<file path="src/rtl/vga_pkg.sv">
// rtl/vga_pkg.sv - SVGA 800x600@60 timing constants and rectangle colours
package vga_pkg;

  localparam int HOR_TOTAL_TIME  = 1056;
  localparam int HOR_BLANK_START = 800;
  localparam int HOR_SYNC_START  = 840;
  localparam int HOR_SYNC_TIME   = 128;
  localparam int VER_TOTAL_TIME  = 628;
  localparam int VER_BLANK_START = 600;
  localparam int VER_SYNC_START  = 601;
  localparam int VER_SYNC_TIME   = 4;

  localparam int HOR_PIXELS = 800;
  localparam int VER_PIXELS = 600;

  localparam logic [11:0] RECT_COLOR_DEFAULT = 12'hF_0_0;
  localparam logic [11:0] RECT_BORDER_COLOR  = 12'hF_F_F;

  typedef struct packed {
    logic [10:0] hcount;
    logic [10:0] vcount;
    logic        hsync;
    logic        vsync;
    logic        hblnk;
    logic        vblnk;
    logic [11:0] rgb;
  } vga_bus_t;

endpackage

</file>
<file path="src/rtl/vga_if.sv">
// rtl/vga_if.sv - VGA timing/pixel bus between video pipeline stages
interface vga_if;
  logic [10:0] hcount;
  logic [10:0] vcount;
  logic        hsync;
  logic        vsync;
  logic        hblnk;
  logic        vblnk;
  logic [11:0] rgb;

  modport master (output hcount, vcount, hsync, vsync, hblnk, vblnk, rgb);
  modport slave  (input  hcount, vcount, hsync, vsync, hblnk, vblnk, rgb);
endinterface

</file>
<file path="src/rtl/draw_rect_pos_latch.sv">
// rtl/draw_rect_pos_latch.sv - captures rectangle position on each vblnk rising edge
module draw_rect_pos_latch (
  input  logic        clk,
  input  logic        rst,
  input  logic        vblnk,
  input  logic [11:0] xpos,
  input  logic [11:0] ypos,
  output logic [11:0] x_l,
  output logic [11:0] y_l
);

  logic vblnk_prev;

  // Position only moves at the start of vertical blanking, so a frame never tears.
  always_ff @(posedge clk) begin
    if (rst) begin
      vblnk_prev <= 1'b0;
      x_l        <= '0;
      y_l        <= '0;
    end else begin
      vblnk_prev <= vblnk;
      if (vblnk && !vblnk_prev) begin
        x_l <= xpos;
        y_l <= ypos;
      end
    end
  end

endmodule

</file>
<file path="src/rtl/draw_rect.sv">
// rtl/draw_rect.sv - 2-stage rectangle overlay; DRAW_RECT_BORDER_EN adds a 2-pixel border ring
module draw_rect
  import vga_pkg::*;
#(
  parameter int          RECT_W     = 48,
  parameter int          RECT_H     = 64,
  parameter logic [11:0] RECT_COLOR = RECT_COLOR_DEFAULT
) (
  input  logic        clk,
  input  logic        rst,
  input  logic [11:0] xpos,
  input  logic [11:0] ypos,
  vga_if.slave        vga_in,
  vga_if.master       vga_out
);

  localparam logic [11:0] W12 = 12'(RECT_W);
  localparam logic [11:0] H12 = 12'(RECT_H);

  logic [11:0] x_l, y_l;
  logic [11:0] h12, v12;
  logic        pos_ok, inside_c;
  vga_bus_t    s1, out_q;
  logic        inside_q;

  draw_rect_pos_latch u_pos_latch (
    .clk   (clk),
    .rst   (rst),
    .vblnk (vga_in.vblnk),
    .xpos  (xpos),
    .ypos  (ypos),
    .x_l   (x_l),
    .y_l   (y_l)
  );

  assign h12 = {1'b0, vga_in.hcount};
  assign v12 = {1'b0, vga_in.vcount};

  // An off-screen origin draws nothing; it also keeps x_l+W12 from wrapping 12 bits.
  assign pos_ok   = (x_l < 12'(HOR_PIXELS)) && (y_l < 12'(VER_PIXELS));
  assign inside_c = pos_ok &&
                    (h12 >= x_l) && (h12 < x_l + W12) &&
                    (v12 >= y_l) && (v12 < y_l + H12);

`ifdef DRAW_RECT_BORDER_EN
  logic ring_c, ring_q;
  assign ring_c = (h12 < x_l + 12'd2) || (h12 + 12'd2 >= x_l + W12) ||
                  (v12 < y_l + 12'd2) || (v12 + 12'd2 >= y_l + H12);
`endif

  always_ff @(posedge clk) begin
    if (rst) begin
      s1       <= '0;
      inside_q <= 1'b0;
      out_q    <= '0;
`ifdef DRAW_RECT_BORDER_EN
      ring_q   <= 1'b0;
`endif
    end else begin
      s1       <= '{vga_in.hcount, vga_in.vcount, vga_in.hsync, vga_in.vsync,
                    vga_in.hblnk, vga_in.vblnk, vga_in.rgb};
      inside_q <= inside_c;
`ifdef DRAW_RECT_BORDER_EN
      ring_q   <= ring_c;
`endif
      out_q    <= s1;
      if (inside_q && !s1.hblnk && !s1.vblnk) begin
`ifdef DRAW_RECT_BORDER_EN
        out_q.rgb <= ring_q ? RECT_BORDER_COLOR : RECT_COLOR;
`else
        out_q.rgb <= RECT_COLOR;
`endif
      end
    end
  end

  assign vga_out.hcount = out_q.hcount;
  assign vga_out.vcount = out_q.vcount;
  assign vga_out.hsync  = out_q.hsync;
  assign vga_out.vsync  = out_q.vsync;
  assign vga_out.hblnk  = out_q.hblnk;
  assign vga_out.vblnk  = out_q.vblnk;
  assign vga_out.rgb    = out_q.rgb;

endmodule

</file>
<file path="src/flat_wrapper.sv">
// flat-port wrapper written by rule: the top's interface ports become plain ports
module draw_rect_flat import vga_pkg::*;
#(
  parameter int          RECT_W     = 48,
  parameter int          RECT_H     = 64,
  parameter logic [11:0] RECT_COLOR = RECT_COLOR_DEFAULT
)
  (clk, rst, xpos, ypos, vga_in_hcount, vga_in_vcount, vga_in_hsync, vga_in_vsync, vga_in_hblnk, vga_in_vblnk, vga_in_rgb, vga_out_hcount, vga_out_vcount, vga_out_hsync, vga_out_vsync, vga_out_hblnk, vga_out_vblnk, vga_out_rgb);
  vga_if vga_in_i ();
  vga_if vga_out_i ();
  input  logic clk;
  input  logic rst;
  input  logic [11:0] xpos;
  input  logic [11:0] ypos;
  input wire logic [$bits(vga_in_i.hcount)-1:0] vga_in_hcount;
  input wire logic [$bits(vga_in_i.vcount)-1:0] vga_in_vcount;
  input wire logic [$bits(vga_in_i.hsync)-1:0] vga_in_hsync;
  input wire logic [$bits(vga_in_i.vsync)-1:0] vga_in_vsync;
  input wire logic [$bits(vga_in_i.hblnk)-1:0] vga_in_hblnk;
  input wire logic [$bits(vga_in_i.vblnk)-1:0] vga_in_vblnk;
  input wire logic [$bits(vga_in_i.rgb)-1:0] vga_in_rgb;
  output wire logic [$bits(vga_out_i.hcount)-1:0] vga_out_hcount;
  output wire logic [$bits(vga_out_i.vcount)-1:0] vga_out_vcount;
  output wire logic [$bits(vga_out_i.hsync)-1:0] vga_out_hsync;
  output wire logic [$bits(vga_out_i.vsync)-1:0] vga_out_vsync;
  output wire logic [$bits(vga_out_i.hblnk)-1:0] vga_out_hblnk;
  output wire logic [$bits(vga_out_i.vblnk)-1:0] vga_out_vblnk;
  output wire logic [$bits(vga_out_i.rgb)-1:0] vga_out_rgb;
  assign vga_in_i.hcount = vga_in_hcount;
  assign vga_in_i.vcount = vga_in_vcount;
  assign vga_in_i.hsync = vga_in_hsync;
  assign vga_in_i.vsync = vga_in_vsync;
  assign vga_in_i.hblnk = vga_in_hblnk;
  assign vga_in_i.vblnk = vga_in_vblnk;
  assign vga_in_i.rgb = vga_in_rgb;
  assign vga_out_hcount = vga_out_i.hcount;
  assign vga_out_vcount = vga_out_i.vcount;
  assign vga_out_hsync = vga_out_i.hsync;
  assign vga_out_vsync = vga_out_i.vsync;
  assign vga_out_hblnk = vga_out_i.hblnk;
  assign vga_out_vblnk = vga_out_i.vblnk;
  assign vga_out_rgb = vga_out_i.rgb;
  draw_rect #(.RECT_W(RECT_W), .RECT_H(RECT_H), .RECT_COLOR(RECT_COLOR)) u_core (.clk(clk), .rst(rst), .xpos(xpos), .ypos(ypos), .vga_in(vga_in_i), .vga_out(vga_out_i));
endmodule
</file>
<file path="config.mk">
export PLATFORM = sky130hd
export DESIGN_NAME = draw_rect_flat
export DESIGN_NICKNAME = d
export VERILOG_FILES = /design/src/rtl/vga_pkg.sv /design/src/rtl/vga_if.sv /design/src/rtl/draw_rect_pos_latch.sv /design/src/rtl/draw_rect.sv /design/src/flat_wrapper.sv
export SDC_FILE = /design/constraint.sdc
export NUM_CORES = 1
export LEC_CHECK = 0
export CORE_UTILIZATION = 45
export CTS_BUF_LIST = sky130_fd_sc_hd__clkbuf_16
export DETAILED_ROUTE_END_ITERATION = 12
export GPL_TIMING_DRIVEN = 0
export PLACE_DENSITY_LB_ADDON = 0.15
export SLEW_MARGIN = 10
export SYNTH_ARGS = -nofsm -noshare
export SYNTH_HDL_FRONTEND = slang
export SYNTH_SLANG_ARGS = --single-unit
</file>
<file path="constraint.sdc">
create_clock -name clk -period 3.5 [get_ports clk]
set_clock_uncertainty 0.2 [all_clocks]
set_input_delay 0.35 -clock clk [delete_from_list [all_inputs] [get_ports clk]]
set_output_delay 0.35 -clock clk [all_outputs]
set_load 0.01 [all_outputs]
</file>
* Word level (Yosys, flattened, before mapping)
Cells that the tools add are included.
Storage, ports and cells: bits in registers 101, memory bits (read-only) 0, latch bits 0, output and inout port bits 38, RAM bits 0, input port bits 64, memories kept 0, logic and storage cells 38
Operators by class: multiply operators 0, bitwise gates (word level) 0, add/subtract/negate cells 2, mux-type cells 1, shifts and indexed selects 0, magnitude comparators 6, divide/modulo/power cells 0, reductions and logical operators 11, equal/unequal tests 0
Operators by type and width (number):
- 11-bit by 12-bit >= comparator with 1-bit output | 2
- 11-bit by 12-bit < comparator with 1-bit output | 2
- 12-bit by 10-bit < comparator with 1-bit output (second input constant) | 2
- 12-bit by 6-bit adder with 12-bit output (second input constant) | 1
- 12-bit by 7-bit adder with 12-bit output (second input constant) | 1
- 12-bit 2-to-1 mux | 1
- 1-bit logical AND | 8
- 1-bit zero test | 2
- 2-bit OR reduction | 1

* Logic depth before layout (Yosys ltp)
depth in word-level cells 6, depth in mapped cells 10, gate-level depth less buffers 10

* Hierarchy
Synthesis repeated with hierarchy kept, for this count alone.
Second synthesis, totals: cell total of the unflattened synthesis 420, area, all modules 4362.9 um^2
By module, submodules not included:
- draw_rect | instances 1, sequential area each 1541.5 um^2, area each 3164.3 um^2, cells an instance 310
- draw_rect_pos_latch | instances 1, sequential area each 500.5 um^2, area each 1198.6 um^2, cells an instance 110

* Worst setup path after synthesis
Ideal clock, no wire load.
path type register -> register, start register u_core.u_pos_latch.x_l[6], end register u_core.inside_q, required time 3197 ps, arrival time 2009 ps, stages on the path, launching flop included 10, clock period less this slack 2312 ps, setup slack 1188 ps, path buffers 0, library setup time 103 ps, cell sequence dfxtp_1 > nand2_2 > or3_2 > xnor2_1 > ha_1 > nand2_1 > nor2_1 > a211oi_1 > o21ai_0 > a2111oi_2
Between the ends: longest elaborated chain between the ends 6, elaborated cells between the ends (all ways) 9, classes of those cells add/sub: 1; order compare: 3; reduce/logical: 5
RTL lines:
- start: declaration | line draw_rect_pos_latch.sv:8 | output logic [11:0] x_l,
- start signal: assignment | line draw_rect_pos_latch.sv:23 | x_l <= xpos;
- parallel branches: the longest is 3 deep, another holds 12-bit by 6-bit adder with 12-bit output
- 1-bit logical AND (*) (2 in a row) | line draw_rect.sv:42 | (h12 >= x_l) && (h12 < x_l + W12) &&
- 1-bit logical AND (*) | line draw_rect.sv:43 | (v12 >= y_l) && (v12 < y_l + H12);
- end signal: assignment | line draw_rect.sv:62 | inside_q <= inside_c;
- end: declaration | line draw_rect.sv:24 | logic inside_q;
Mark *: on every way between the ends. A chain may end at the register's enable or synchronous reset.

* Final worst setup path
Same ends and word-level chain as after synthesis.

==> flow_metrics.py <==
metrics = {
    "outcome": {
        "run_status": "finished clean",
    },
    "power": {
        "power.static_leakage_nw": 2.11,
        "vdd.ir_drop.worst_v": 0.000236,
        "power.total_mw": 2.48,
        "pwr_density_cell_nw_per_um2": 462,
    },
    "place": {
        "numPortBuffers": 101,
        "post_dp_hpwl_mm": 6.21,
        "place_ws_ps": 920,
        "gp_routability_congestion": 0.851,
    },
    "critical_path": {
        "critical_path.endpoint_type": "register",
        "worstSetupStartpointType": "register",
        "timing.critical_path.fanout_max": 6,
        "data_required_time_of_the_critical_path_ps": 3520,
        "critical_path_arrival_ps": 2620,
        "setup.worst_path.class": "register to register",
    },
    "cts": {
        "tritoncts_clock_tree": "built",
        "cts.path.max_buffers": 2,
        "hold_buffers_post_cts": 0,
        "post_cts_buffers": 0,
        "ctsHtreeMaxLevel": 3,
        "cts.clk_slew.worst_paths_ps": 70,
        "clk_root_buffer_cell": "clkbuf_16",
        "post_cts.resized_instances": 0,
        "number_of_buffers_inserted_during_clock_tree_synthesis": 9,
        "clock-sinks": 101,
        "clk_latency_ps": 330,
    },
    "sta": {
        "layout_worst_path_cycle_share_pct": 74.2,
        "fin_tns_setup_ps": 0,
        "finalSetupViolations": 0,
        "post-route-min-period_ps": 2600,
        "timing.final.ws_setup_ps": 902,
        "final-hold-violation-count": 0,
        "fmax_mhz": 385,
        "rsz_0062_raised_after_global_routing": "no",
        "timing.slew.headroom_pct": 58.4,
        "worst-slew-pin-transition_ps": 623,
        "holdWs_ps": 225,
        "final_max_slew_viol_count": 0,
    },
    "layout": {
        "core_utilization_of_the_finished_layout_pct": 64.2,
        "finish.net_count": 629,
        "share_of_post_route_cells_with_drive_strength_above_1_pct": 3.56,
        "area_growth_pct": 36.0,
        "insertedDiodeCount": 0,
    },
    "yosys": {
        "post_synth_instance_area_sq_um": 3960,
        "synth-seq-cells": 101,
        "yosysTopAreaCellShare_pct": 51.1,
        "yosysUniqueCellTypes": 35,
        "yosys.cell_count.top_type": "dfxtp_1",
        "area_leader_netlist": "dfxtp_1",
        "synth_warn": 0,
        "share_of_synthesized_area_occupied_by_flip_flops_and_latches_pct": 51.1,
        "synth_enable_flop_cells": 0,
        "async_set_reset_flop_share_out_of_synthesis_pct": 0,
        "dominantRegCellSynth": "dfxtp_1",
        "syn_inst": 416,
        "syn-num-nets": 517,
        "synth_cell_count_leaders": "dfxtp_1, nor2b_1, nand2_1, ha_1, a21oi_1",
        "syn-mean-instance-area_sq_um": 9.51,
        "netlist_top_cells_area": "dfxtp_1, ha_1, nor2b_1",
    },
    "die": {
        "fp.dieArea_sq_um": 9170,
        "start_util_pct": 47.2,
        "row_count": 33,
        "design.core.area_sq_um": 8380,
        "dieHeight_um": 95.8,
        "die_width_um": 95.8,
        "design.portCount": 102,
    },
    "grt": {
        "gr-usage-all-layers_pct": 19.0,
        "remaining_overflow_grt": 0,
        "largest_net_degree_at_the_start_of_global_routing": 19,
        "number_of_global_route_vias_before_repair": 2880,
        "grt_pass1_wl_mm": 13.2,
        "antenna_found_initial": 0,
    },
    "drt": {
        "detail_route.vias_per_cell": 4.80,
        "drc": 0,
        "wire_per_inst_um": 12.7,
        "drt-initial-drc-count": 98,
        "detailedRoute.firstPassIterationCount": 4,
        "dr_total_vias": 3062,
        "drt.antenna.violating_nets": 0,
        "postRouteWirelength_mm": 8.07,
    },
    "hold_path": {
        "timing.hold.worst.class": "register to register",
    },
    "job": {
        "drv.max_cap_violation_count": 0,
    },
}
-- path summary, 6_finish.rpt --
kind,from,endpoint,slack [ps],depth (start not counted)
max,u_core.u_pos_latch.x_l[6],u_core.inside_q,900,9
min,u_core.s1[6],u_core.vga_out.rgb[6],220,1
max reg2reg,u_core.u_pos_latch.x_l[6],u_core.inside_q,900,9
min reg2reg,u_core.s1[6],u_core.vga_out.rgb[6],220,1
-- kinds of logic after synthesis --
logic type / after synthesis / share of synthesized area, %
and+or+nand+nor: 168 / 22.1
AOI/OAI and AO/OA: 61 / 9.17
DFF: 101 / 51.1
xor gates and xnor gates: 10 / 2.21
adders and majority gates: 37 / 11.7
buffers and inverters: 39 / 3.70
-- worst max-delay path, stage by stage, from the launching register on --
cell       delay, ps
dfxtp_1          450
nand2_2          100
or3_2            470
xnor2_1          140
ha_1             290
nand2_1           70
nor2_1            40
a211oi_1         210
o21ai_0          190
a2111oi_2        340
-- through the flow --
step / area (sq um) / instances
CTS: 5380 / 638
global placement: 5100 / 622
floorplan: 3960 / 416
finish: 5380 / 638
global route: 5380 / 638
detailed placement: 5100 / 622
-- final cells by class --
class / count / area, sq um
buffer: 16 / 60.1
fill: 747 / 3000
tap: 105 / 131
timing repair buffer: 101 / 1010
inverter: 23 / 86.3
sequential: 101 / 2020
clock inverter: 7 / 56.3
clock buffer: 9 / 225
multi-input combinational: 276 / 1790
-- routing by layer --
metal	global-route usage, %	vias up	wire length [um]	part of all wire, %
met2	33.1	88	3840	48
met5	0	-	0	0
met3	3.48	9	419	5.2
met1	23.7	1375	3710	46
li1	-	1590	-	-
met4	5.97	0	100	1.2
-- placed cells by master (no fill, tap or decap), types with 4 or more instances in the layout --
cell,synthesis,final
and2_1,8,8
clkdlybuf4s50_1,0,101
clkbuf_1,14,14
nor3_1,5,5
dfxtp_1,101,101
o21ai_0,8,8
inv_1,23,23
ha_1,37,37
a21oi_1,34,34
nor2b_1,66,66
nor2_1,16,16
xnor2_1,8,8
a21o_1,4,4
clkbuf_16,0,9
nand3_1,4,4
nand4_1,4,4
a211oi_1,5,5
nand2_1,55,55
-- sequential cells by signal, summed over array words and instances, names as in the netlist --
name,flops
u_core.inside_q,1
u_core.s1,38
u_core.u_pos_latch.x_l,12
u_core.u_pos_latch.y_l,12
u_core.vga_out.hblnk,1
u_core.vga_out.hcount,11
u_core.vga_out.hsync,1
u_core.vga_out.rgb,12
u_core.vga_out.vblnk,1
u_core.vga_out.vcount,11
u_core.vga_out.vsync,1
-- report_power, final --
| part | leakage, nW | internal, mW | switching [mW] |
|---|---|---|---|
| clock | 0.132 | 0.491 | 0.431 |
| combinational | 1.14 | 0.183 | 0.149 |
| sequential | 0.834 | 1.21 | 0.0248 |
| total | 2.11 | 1.88 | 0.605 |
Note: power is estimated with default switching activity, not from simulation.
